[config.mk]
export PLATFORM = sky130hd
export DESIGN_NAME = uart_tx_stim_flat
export DESIGN_NICKNAME = d
export VERILOG_FILES = /design/src/rtl/uart_tx_stim_if.sv /design/src/rtl/uart_tx_stim.sv /design/src/flat_wrapper.sv
export SDC_FILE = /design/constraint.sdc
export NUM_CORES = 1
export LEC_CHECK = 0
export ABC_CLOCK_PERIOD_IN_PS = 3700
export CAP_MARGIN = 20
export CORE_MARGIN = 5
export CORE_UTILIZATION = 61
export DETAILED_ROUTE_END_ITERATION = 8
export GPL_TIMING_DRIVEN = 0
export PLACE_DENSITY = 0.77
export SETUP_SLACK_MARGIN = 0.02
export SYNTH_ARGS = -nofsm -noshare
export SYNTH_HDL_FRONTEND = slang
export SYNTH_SLANG_ARGS = --single-unit
[constraint.sdc]
create_clock -name clk -period 3.7 [get_ports clk]
set_input_delay 0.925 -clock clk [delete_from_list [all_inputs] [get_ports clk]]
set_output_delay 0.925 -clock clk [all_outputs]
set_load 0.005 [all_outputs]
[src/rtl/uart_tx_stim_if.sv]
// Write-side and serial-side signal bundle for the UART stimulus transmitter.
// The bench drives the master side; the transmitter owns the slave side.
interface uart_tx_stim_if #(
    parameter int FIFO_AW = 4
) ();
    logic               wr_en;
    logic [7:0]         wr_data;
    logic               full;
    logic               empty;
    logic [FIFO_AW:0]   count;
    logic               ovf;
    logic               tx_busy;
    logic               tx_end;
    logic               tx;

    modport master (
        output wr_en, wr_data,
        input  full, empty, count, ovf,
        input  tx_busy, tx_end, tx
    );

    modport slave (
        input  wr_en, wr_data,
        output full, empty, count, ovf,
        output tx_busy, tx_end, tx
    );
endinterface

[src/rtl/uart_tx_stim.sv]
// Byte-buffered 8N1 UART transmitter, LSB first, frames back-to-back.
// FIFO status and serial outputs are all registered.
module uart_tx_stim #(
    parameter int DIV        = 260,
    parameter int FIFO_DEPTH = 16,
    parameter int FIFO_AW    = 4
) (
    input  logic          clk,
    input  logic          reset,
    uart_tx_stim_if.slave bus
);
    typedef enum logic [1:0] {
        S_IDLE, S_START, S_DATA, S_STOP
    } state_e;

    localparam logic [15:0] DIV_LAST = 16'(DIV - 1);
    localparam logic [FIFO_AW:0] DEPTH = (FIFO_AW + 1)'(FIFO_DEPTH);

    state_e             state_q, state_d;
    logic [15:0]        div_q, div_d;
    logic [2:0]         bit_q, bit_d;
    logic [7:0]         shift_q, shift_d;
    logic [7:0]         mem_q [FIFO_DEPTH];
    logic [FIFO_AW-1:0] wptr_q, wptr_d;
    logic [FIFO_AW-1:0] rptr_q, rptr_d;
    logic [FIFO_AW:0]   count_q, count_d;
    logic               full_q, empty_q, ovf_q;
    logic               tx_q, tx_d;
    logic               busy_q, busy_d;
    logic               end_q, end_d;
    logic               push, pop, div_wrap;

    assign push     = bus.wr_en && !full_q;
    assign div_wrap = (div_q == DIV_LAST);

    assign wptr_d  = wptr_q + FIFO_AW'(push);
    assign rptr_d  = rptr_q + FIFO_AW'(pop);
    assign count_d = count_q + (FIFO_AW + 1)'(push)
                             - (FIFO_AW + 1)'(pop);

    always_ff @(posedge clk or negedge reset) begin
        if (!reset) begin
            state_q <= S_IDLE;
            div_q   <= '0;
            bit_q   <= '0;
            shift_q <= '0;
            wptr_q  <= '0;
            rptr_q  <= '0;
            count_q <= '0;
            full_q  <= 1'b0;
            empty_q <= 1'b1;
            ovf_q   <= 1'b0;
            tx_q    <= 1'b1;
            busy_q  <= 1'b0;
            end_q   <= 1'b0;
        end else begin
            state_q <= state_d;
            div_q   <= div_d;
            bit_q   <= bit_d;
            shift_q <= shift_d;
            wptr_q  <= wptr_d;
            rptr_q  <= rptr_d;
            count_q <= count_d;
            full_q  <= (count_d == DEPTH);
            empty_q <= (count_d == '0);
            ovf_q   <= ovf_q | (bus.wr_en & full_q);
            tx_q    <= tx_d;
            busy_q  <= busy_d;
            end_q   <= end_d;
        end
    end

    // Storage needs no reset: stale entries are never read past the pointers.
    always_ff @(posedge clk) begin
        if (push) begin
            mem_q[wptr_q] <= bus.wr_data;
        end
    end

    always_comb begin
        state_d = state_q;
        div_d   = div_q;
        bit_d   = bit_q;
        shift_d = shift_q;
        pop     = 1'b0;
        unique case (state_q)
            S_IDLE: begin
                if (!empty_q) begin
                    pop     = 1'b1;
                    shift_d = mem_q[rptr_q];
                    div_d   = '0;
                    state_d = S_START;
                end
            end
            S_START: begin
                if (div_wrap) begin
                    div_d   = '0;
                    bit_d   = '0;
                    state_d = S_DATA;
                end else begin
                    div_d = div_q + 16'd1;
                end
            end
            S_DATA: begin
                if (div_wrap) begin
                    div_d   = '0;
                    shift_d = shift_q >> 1;
                    bit_d   = bit_q + 3'd1;
                    if (bit_q == 3'd7) begin
                        state_d = S_STOP;
                    end
                end else begin
                    div_d = div_q + 16'd1;
                end
            end
            S_STOP: begin
                if (div_wrap) begin
                    div_d = '0;
                    if (!empty_q) begin
                        pop     = 1'b1;
                        shift_d = mem_q[rptr_q];
                        state_d = S_START;
                    end else begin
                        state_d = S_IDLE;
                    end
                end else begin
                    div_d = div_q + 16'd1;
                end
            end
            default: state_d = S_IDLE;
        endcase
    end

    // Outputs are decoded from next state so they register in step with it.
    always_comb begin
        tx_d   = 1'b1;
        busy_d = (state_d != S_IDLE);
        end_d  = (state_d == S_STOP) && (div_d == DIV_LAST);
        unique case (state_d)
            S_START: tx_d = 1'b0;
            S_DATA:  tx_d = shift_d[0];
            default: tx_d = 1'b1;
        endcase
    end

    assign bus.full    = full_q;
    assign bus.empty   = empty_q;
    assign bus.count   = count_q;
    assign bus.ovf     = ovf_q;
    assign bus.tx      = tx_q;
    assign bus.tx_busy = busy_q;
    assign bus.tx_end  = end_q;
endmodule

[src/flat_wrapper.sv]
// flat-port wrapper written by rule: the top's interface ports become plain ports
module uart_tx_stim_flat 
#(
    parameter int DIV        = 260,
    parameter int FIFO_DEPTH = 16,
    parameter int FIFO_AW    = 4
)
  (clk, reset, bus_wr_en, bus_wr_data, bus_full, bus_empty, bus_count, bus_ovf, bus_tx_busy, bus_tx_end, bus_tx);
  uart_tx_stim_if #(.FIFO_AW(FIFO_AW)) bus_i ();
  input  logic clk;
  input  logic reset;
  input wire logic [$bits(bus_i.wr_en)-1:0] bus_wr_en;
  input wire logic [$bits(bus_i.wr_data)-1:0] bus_wr_data;
  output wire logic [$bits(bus_i.full)-1:0] bus_full;
  output wire logic [$bits(bus_i.empty)-1:0] bus_empty;
  output wire logic [$bits(bus_i.count)-1:0] bus_count;
  output wire logic [$bits(bus_i.ovf)-1:0] bus_ovf;
  output wire logic [$bits(bus_i.tx_busy)-1:0] bus_tx_busy;
  output wire logic [$bits(bus_i.tx_end)-1:0] bus_tx_end;
  output wire logic [$bits(bus_i.tx)-1:0] bus_tx;
  assign bus_i.wr_en = bus_wr_en;
  assign bus_i.wr_data = bus_wr_data;
  assign bus_full = bus_i.full;
  assign bus_empty = bus_i.empty;
  assign bus_count = bus_i.count;
  assign bus_ovf = bus_i.ovf;
  assign bus_tx_busy = bus_i.tx_busy;
  assign bus_tx_end = bus_i.tx_end;
  assign bus_tx = bus_i.tx;
  uart_tx_stim #(.DIV(DIV), .FIFO_DEPTH(FIFO_DEPTH), .FIFO_AW(FIFO_AW)) u_core (.clk(clk), .reset(reset), .bus(bus_i));
endmodule
==> summary.md <==
| Metric | Value |
|---|---|
| Die area | `0.0150 mm^2` |
| Root buffer selected by CTS | `clkbuf_16` |
| Vias in the first global route | `4770` |
| DRC | `0` |
| DR pass1 iterations | `5` |
| Post-synth EDFFs | `128` |
| Register area share after synthesis | `65.5%` |
| Gr usage total | `22.7%` |
| Synth Register Bits | `176` |
| Fmax | `287 MHz` |
| Crit Path Class | `flip-flop to flip-flop` |
| Most common cell after layout, fill and taps aside | `edfxtp_1` |
| Setup Skew | `9.33 ps` |
| Filler cells | `831` |
| Ys flop type | `edfxtp_1` |
| Slew Limit Fails | `0` |
| DRT Wirelength | `16200 um` |
| TritonCTS clock tree | `yes` |
| Wire length on met1 | `6770 um` |
| Diode count | `0` |
| Area after DPL | `0.00817 mm^2` |
| Design Area, Final | `0.00883 mm^2` |
| Slew headroom | `38.5%` |
| Final WS setup | `212 ps` |
| Largest net degree at the start of global routing | `29` |
| Synth Instances | `534` |
| Synthesis Warnings | `0` |
| Die height | `122 um` |
| Clk slew on worst S/H paths | `70 ps` |
| Antenna Nets Post-Route | `0` |
| Synth Cell Area | `0.00771 mm^2` |
| Highest Signal Layer | `met4` |
| I/O pins | `22` |
| Crit Path Max Fanout | `10` |
| P per Cell Area | `557 mW/mm^2` |
| Clock latency on the worst-skew pair | `430 ps` |
| Final Power | `4920 uW` |
| Slowest-stage cell, CP | `or4_1` |
| Peak VDD IR | `532 uV` |
| Status | `finished clean` |
| Fin. Hold Viols | `0` |
| Multi-input logic area | `0.00253 mm^2` |
| Syn avg cell area | `14.4 um^2` |
| WP data arrival | `3850 ps` |
| R2R Path End | `u_core.bus.empty` |
| R2r startpoint | `u_core.div_q[5]` |
| Buf/Inv on CP | `3` |
| CP max stage delay | `500 ps` |
| Final setup vio count | `0` |
| Layout cells sized above 1 | `14.3%` |
| Period minus WS final | `3490 ps` |
| Vias per inst | `6.32` |
| Final period util | `94.3%` |
| Placeable Area | `0.0125 mm^2` |
| Wire length per cell | `21.1 um` |
| Clock sink total | `176` |
| Fraction of registers with async set/reset | `27.3%` |
| Initial antenna violation count | `0` |
| Post-DP HPWL | `10700 um` |
| Max clock buf depth | `2` |
| Starting DRT DRC Count | `564` |
| Reg area | `0.00505 mm^2` |
| Synthesized Nets | `564` |
| Die Width | `122 um` |
| Yosys cell types | `60` |
| Most frequent cells in the layout | `128 x edfxtp_1, 44 x dfrtp_1, 34 x nand2_1` |
| Area delta synth->final | `14.6%` |
| # rows | `41` |
| TritonCTS Buffers | `17` |
| Routability Congestion | `0.893` |
| CP Data Required Time | `4060 ps` |
| Reg2reg setup slack | `210 ps` |
| Met3 WL | `847 um` |
| Crit end category | `flip-flop` |
| Nets | `611` |
| Met2 Wirelength | `8090 um` |
| Starting density of the core | `61.6%` |
| CP delay by family, top | `simple AND/OR/NAND/NOR gates` |
| Crit path cell chain | `buf_2, nor4b_4, and4_4, a21oi_1, nor3_2, ha_1, inv_1, ha_1, inv_1, fa_1, xnor2_1, or4_1, nor2_1` |
| Measured slew at the worst slew-check pin | `919 ps` |
| Max cap viols | `0` |
| Crit start category | `flip-flop` |
| CTS H-tree lvls | `4` |
| Vias | `4842` |
| RSZ-0062 raised after global routing | `false` |
| I/O Buffers | `21` |
| Leak pwr | `0.00332 uW` |
| Worst min path class | `input pin to asynchronous set/reset pin` |
| GR Overflow Total | `0` |
| Pre-CTS setup slack | `-303 ps` |
| First-pass GRT wire length | `25200 um` |
| FF-to-FF path depth | `13` |
[sequential cells by signal, summed over array words and instances (netlist names)]
signal	count
u_core.rptr_q	4
u_core.bus.empty	1
u_core.bus.tx_end	1
u_core.state_q	2
u_core.wptr_q	4
u_core.bit_q	3
u_core.bus.tx_busy	1
u_core.bus.tx	1
u_core.bus.count	5
u_core.bus.ovf	1
u_core.mem_q	128
u_core.shift_q	8
u_core.div_q	16
u_core.bus.full	1
[worst reg2reg max path, stage by stage (launching register included)]
cell     delay [ps]
dfrtp_1         360
buf_2           190
nor4b_4         410
and4_4          330
a21oi_1         130
nor3_2          230
ha_1            290
inv_1            60
ha_1            170
inv_1            60
fa_1            390
xnor2_1         160
or4_1           500
nor2_1          140
[worst max path at each step]
stage | cells after the start | end | from
after detailed placement | 13 | u_core.bus.empty | u_core.div_q[0]
after global routing | 13 | u_core.bus.empty | u_core.div_q[5]
after CTS | 13 | u_core.bus.empty | u_core.div_q[1]
final | 13 | u_core.bus.empty | u_core.div_q[5]
after global placement | 13 | u_core.bus.empty | u_core.div_q[0]
after floorplan | 13 | u_core.bus.full | u_core.div_q[0]
[cell type report]
type / count / share of cell area (%)
multi-input combinational: 313 / 28.6
clock inverter: 15 / 1.97
clock buffer: 17 / 4.82
tap: 172 / 2.44
buffer: 27 / 1.25
sequential: 176 / 57.2
timing repair buffer: 28 / 2.97
inverter: 18 / 0.765
[cell families after synthesis]
kind of cell / synth area share [%]
flip-flops: 65.5
AND/OR/NAND/NOR: 8.46
AO/OA/AOI/OAI: 9.85
multiplexers: 9.59
buffers and inverters: 2.30
adder cells (fa/ha/maj): 3.18
XOR/XNOR: 1.14
[where the power goes]
part	internal (uW)	switching, uW	leakage [uW]
combinational	295	395	0.00129
clock	959	810	0.000287
sequential	2370	100	0.00175
total	3620	1300	0.00332
[stage by stage]
stage	TNS (ps)	util, %	cells	hold slack [ps]
2_1_floorplan	0	-	534	442
3_3_place_gp	-649	65.0	727	437
3_5_place_dp	-618	65.3	732	460
4_1_cts	0	70.3	765	450
5_1_grt	0	70.6	766	489
6_report	0	70.6	766	450
[synthesized netlist by cell type, drive strengths merged, types with 2 or more instances]
cell | instances | share of area, %
o31ai | 6 | 0.58
or2 | 2 | 0.16
xnor2 | 8 | 0.91
nand2 | 34 | 1.7
nand2b | 5 | 0.41
a21o | 3 | 0.29
a41oi | 2 | 0.23
mux4 | 17 | 5.0
and3 | 5 | 0.41
edfxtp | 128 | 50
o21a | 2 | 0.19
dfstp | 2 | 0.68
clkbuf | 17 | 0.83
nand3b | 2 | 0.19
nor3 | 10 | 0.65
o21ai | 22 | 1.4
ha | 18 | 2.9
a21oi | 17 | 1.1
nor2 | 23 | 1.1
nor4b | 3 | 0.58
dfrtp | 46 | 15
xor2 | 2 | 0.23
or4 | 5 | 0.49
nor4 | 2 | 0.24
a31oi | 5 | 0.41
nor2b | 3 | 0.24
nand3 | 12 | 0.78
or3 | 2 | 0.16
o211ai | 5 | 0.49
mux2i | 30 | 3.9
a211o | 3 | 0.34
buf | 10 | 0.60
o221ai | 16 | 1.8
inv | 18 | 0.88
o22ai | 7 | 0.57
nand4 | 8 | 0.73
a22oi | 6 | 0.58
mux2 | 5 | 0.73
a22o | 5 | 0.57
[layer usage]
metal / GRT usage [%] / vias up
met5: 0 / -
met4: 9.59 / 0
met3: 5.48 / 40
met2: 36.6 / 180
met1: 29.7 / 2423
li1: - / 2199
[what timing repair did]
item	4_1_cts	5_1_grt
hold buffers	0	0
pin swaps	1	2
gates resized for setup	5	5
setup buffers	1	1
setup endpoints to repair	3	2
(Power assumes the default switching activity.)
